==> config.mk <==
export PLATFORM = sky130hd
export DESIGN_NAME = controle_operacional
export DESIGN_NICKNAME = d
export VERILOG_FILES = /design/src/rtl/controle_operacional.sv
export SDC_FILE = /design/constraint.sdc
export NUM_CORES = 1
export LEC_CHECK = 0
export ABC_AREA = 1
export CAP_MARGIN = 25
export CORE_MARGIN = 2
export CORE_UTILIZATION = 29
export DETAILED_ROUTE_END_ITERATION = 8
export PLACE_DENSITY = 0.52
export SKIP_LAST_GASP = 1
export SYNTH_ARGS = -nofsm -noshare
export SYNTH_HDL_FRONTEND = slang
export SYNTH_SLANG_ARGS = --single-unit
==> constraint.sdc <==
create_clock -name clk_i -period 1.3 [get_ports clk_i]
set_input_delay 0.26 -clock clk_i [delete_from_list [all_inputs] [get_ports clk_i]]
set_output_delay 0.26 -clock clk_i [all_outputs]
set_load 0.02 [all_outputs]
==> src/rtl/controle_operacional.sv <==
// Moore sequencer for the 4-bit A/B accumulate datapath: one command per start/done handshake.
// Optional feature macro: CONTROLE_ABORT_EN adds a synchronous abort_i that cancels LOAD/EXEC.
module controle_operacional #(
    parameter int CNT_W = 4
) (
    input  logic             clk_i,
    input  logic             reset_i,
    input  logic             start_i,
    input  logic [1:0]       cmd_i,
    input  logic [1:0]       op_i,
    input  logic [CNT_W-1:0] count_i,
`ifdef CONTROLE_ABORT_EN
    input  logic             abort_i,
`endif
    output logic             selA_o,
    output logic             wrA_o,
    output logic             wrB_o,
    output logic [1:0]       aluOp_o,
    output logic             busy_o,
    output logic             done_o
);

    typedef enum logic [1:0] {
        IDLE = 2'd0,
        LOAD = 2'd1,
        EXEC = 2'd2,
        DONE = 2'd3
    } state_t;

    localparam logic [1:0] CMD_LDA  = 2'b00;
    localparam logic [1:0] CMD_LDB  = 2'b01;
    localparam logic [1:0] CMD_LDAB = 2'b10;
    localparam logic [1:0] CMD_EXEC = 2'b11;

    state_t           state_q, state_d;
    logic [1:0]       cmd_q, cmd_d;
    logic [1:0]       op_q, op_d;
    logic [CNT_W-1:0] cnt_q, cnt_d;
    logic             sel_a, wr_a, wr_b;
    logic             abort_w;

`ifdef CONTROLE_ABORT_EN
    assign abort_w = abort_i;
`else
    assign abort_w = 1'b0;
`endif

    always_ff @(posedge clk_i or posedge reset_i) begin
        if (reset_i) begin
            state_q <= IDLE;
            cmd_q   <= 2'b00;
            op_q    <= 2'b00;
            cnt_q   <= '0;
        end else begin
            state_q <= state_d;
            cmd_q   <= cmd_d;
            op_q    <= op_d;
            cnt_q   <= cnt_d;
        end
    end

    always_comb begin
        state_d = state_q;
        cmd_d   = cmd_q;
        op_d    = op_q;
        cnt_d   = cnt_q;
        sel_a   = 1'b0;
        wr_a    = 1'b0;
        wr_b    = 1'b0;
        case (state_q)
            IDLE: begin
                if (start_i) begin
                    cmd_d = cmd_i;
                    op_d  = op_i;
                    cnt_d = count_i;
                    if (cmd_i != CMD_EXEC)
                        state_d = LOAD;
                    else if (count_i != '0)
                        state_d = EXEC;
                    else
                        state_d = DONE;
                end
            end
            LOAD: begin
                sel_a   = (cmd_q == CMD_LDA) || (cmd_q == CMD_LDAB);
                wr_a    = (cmd_q == CMD_LDA) || (cmd_q == CMD_LDAB);
                wr_b    = (cmd_q == CMD_LDB) || (cmd_q == CMD_LDAB);
                state_d = DONE;
            end
            EXEC: begin
                wr_a  = 1'b1;
                cnt_d = cnt_q - CNT_W'(1);
                // The cycle holding counter=1 performs the final write.
                if (cnt_q == CNT_W'(1))
                    state_d = DONE;
            end
            DONE: begin
                state_d = IDLE;
            end
            default: begin
                state_d = IDLE;
            end
        endcase

        // Abort outranks counter expiry and suppresses the write of this very cycle.
        if (abort_w && (state_q == LOAD || state_q == EXEC)) begin
            wr_a    = 1'b0;
            wr_b    = 1'b0;
            state_d = IDLE;
        end
    end

    assign selA_o  = sel_a;
    assign wrA_o   = wr_a;
    assign wrB_o   = wr_b;
    assign aluOp_o = op_q;
    assign busy_o  = (state_q != IDLE);
    assign done_o  = (state_q == DONE);

endmodule

==> run_results.csv <==
group,metric,value,unit
status,status,"finished with violations",
status,violations,"setup timing",
min_path,hp-class,"in -> async",
worst_setup_path,critPathRequiredTime,1.04,ns
grt,met3_usage,1.69,%
layout,drive_gt1_share,36.1,%
floorplan,die_x,53.3,um
grt,grt_use_met2,24.3,%
layout,num_antenna_cells,0,
cts,clock_sinks,10,
sta,period_minus_slack,1.55,ns
detailed_routing,viasPerCell,4.33,
floorplan,io_pins,18,
worst_setup_path,critical_path_class,"reg -> out",
grt,grt_pass1_wl,2790,um
worst_setup_path,r2r_start,"state_q[0]$_DFFE_PP0P_",
layout,layout_commonest_cell,"nand2_1",
worst_setup_path,critPathMaxFanout,3,
detailed_routing,ant_nets,0,
run,max_cap_violations,0,
synthesis,netlist_instances,90,
sta,worst_slew_pin_slew,0.404,ns
layout,final_cell_mix,"nand2_1 (23), buf_4 (12), nor2_1 (10), dfrtp_1 (10), clkdlybuf4s50_1 (10)",
sta,fin_crit_sh,119,%
grt,grt.busiest_layer,"met2",
sta,rsz0062_at_grt,"true",
layout,finalNetCount,144,
detailed_routing,post_drt_wl_per_cell,10.8,um
grt,grt_overflow,0,
detailed_routing,routed_wl,1630,um
sta,setup_violations,15,
detailed_routing,dr.first_iter.drc_count,11,
layout,fin_util,51.4,%
sta,relSlewSlack,73.0,%
detailed_routing,vias,650,
layout,register_area,250,um^2
cts,cts_buffers,3,
detailed_routing,drc_errors,0,
placement,gp_congestion,0.737,
cts,clk_pin_slew,0.06,ns
grt,globalRouteTotalUtil,14.0,%
worst_setup_path,worstSetupEndpointType,"output pin",
synthesis,ys_seq_elements,10,
grt,grt_max_degree,11,
power,leakage,0.563,nW
cts,root_buffer,"clkbuf_4",
worst_setup_path,crit_start,"state_q[0]$_DFFE_PP0P_",
layout,n_fill_cell,226,
floorplan,core,2250,um^2
cts,clk_path_buf_depth,2,
floorplan,die_h,53.3,um
grt,use_met1,15.8,%
floorplan,num_rows,17,
power,ir_worst_vdd,1250,uV
sta,skew,0.00203,ns
synthesis,syn_avg_cell_area,7.84,um^2
layout,multi_input_area,517,um^2
layout,fin_cells,150,
synthesis,yosysWarnings,0,
synthesis,synth.distinct_cells,16,
sta,fmax,647,MHz
grt,antenna_found_initial,0,
cts,clk_latency,0.26,ns
sta,timing.final.hold_violations,0,
cts,cts_tree,"yes",
grt,grt_pass1_vias,681,
layout,syn_to_final_growth,64.4,%
cts,cts.htree.levels,1,
synthesis,ys_seq_area_share,35.5,%
floorplan,initial_core_util,31.3,%
sta,layout_setup_ws,-0.247,ns
worst_setup_path,crit_arrival,1.29,ns
power,power_density,2490,nW/um^2
placement,portBuffers,17,
placement,hpwlAfterDp,1210,um
sta,slew_violations,0,
synthesis,netlist_area,706,um^2
placement,placed_cells,146,
detailed_routing,dr.pass1.iters,2,
synthesis,syn-num-nets,110,
floorplan,die-area,2840,um^2
worst_setup_path,critPathLaunchType,"flip-flop",
-- synth_stat cells (all sizes together) --
master / n / share of area [%]
a21oi: 3 / 2.1
dfrtp: 10 / 35
o211ai: 1 / 1.1
ha: 9 / 16
xor2: 1 / 1.2
o22ai: 1 / 0.89
nand2: 25 / 14
a21boi: 1 / 1.1
o21ai: 8 / 7.3
inv: 15 / 8.0
buf: 1 / 1.1
mux2: 2 / 4.3
nand3: 2 / 1.4
nor2: 11 / 5.9
-- state kept, by name, indices dropped and copies added (netlist names) --
| register | count |
|---|---|
| cnt_q | 4 |
| aluOp_o | 2 |
| cmd_q | 2 |
| state_q | 2 |
-- cells by family after synthesis --
logic type | after synthesis | share of synthesized area, %
AND/OR/NAND/NOR | 38 | 21.6
buffers and inverters | 16 | 9.04
AO/OA/AOI/OAI | 14 | 12.4
flip-flops | 10 | 35.5
adder cells (fa/ha/maj) | 9 | 16.0
multiplexers | 2 | 4.26
XOR/XNOR | 1 | 1.24
-- stage by stage --
step / hold WS (ns) / instance area [um^2] / total power [mW] / TNS, ns / setup WS (ns)
2_1_floorplan: 0.100 / 717 / 1.62 / -0.0575 / -0.0300
6_report: 0.283 / 1160 / 2.89 / -2.03 / -0.247
4_1_cts: 0.295 / 1140 / 2.84 / -1.55 / -0.232
5_1_grt: 0.318 / 1160 / 3.18 / -3.02 / -0.317
3_3_place_gp: 0.492 / 1000 / 2.24 / -3.05 / -0.436
3_5_place_dp: 0.505 / 1000 / 2.26 / -3.44 / -0.494
-- area by class of cell --
class                           count  area share (%)
Clock buffer                        3            1.94
Tap cell                           28            3.02
Sequential cell                    10            21.6
Inverter                           15            4.85
Timing Repair Buffer               30            24.1
Multi-Input combinational cell     64            44.6
-- worst paths after layout --
| check | slack (ns) | cells after the start | to |
|---|---|---|---|
| setup / recovery | -0.25 | 5 | wrA_o |
| hold / removal | 0.28 | 2 | cnt_q[1]$_DFFE_PP0P_ |
| setup reg to reg | -0.15 | 6 | aluOp_o[1]$_DFFE_PP0P_ |
| hold reg to reg | 0.51 | 1 | aluOp_o[1]$_DFFE_PP0P_ |
| max in group asynchronous | 0.73 | 2 | cmd_q[1]$_DFFE_PP0P_ |
| min in group clk_i | 0.51 | 1 | aluOp_o[1]$_DFFE_PP0P_ |
-- worst max-delay path, cell delays in order, from the launching register on --
cell and delay, ns:
dfrtp_1 0.39, inv_2 0.09, ha_4 0.28, inv_2 0.04, a21oi_4 0.10, buf_6 0.12
-- metal layers --
metal | up-vias | wire [um]
li1 | 346 | -
met1 | 292 | 730
met2 | 10 | 825
met3 | 2 | 39
met4 | 0 | 30
met5 | - | 0
-- where the power goes --
group	switching, mW	internal, mW	leakage [nW]
clock	0.0997	0.107	0.0138
sequential	0.107	0.474	0.120
combinational	1.08	1.02	0.429
-- what timing repair did --
action / in CTS / in global routing
pin swaps: 2 / 1
hold buffers: 0 / 0
setup endpoints to repair: 17 / 15
gates resized for setup: 57 / 4
endpoints found under the hold margin: 0 / 0
setup buffers: 1 / 0
No activity file was read; power rests on OpenSTA's default activity.
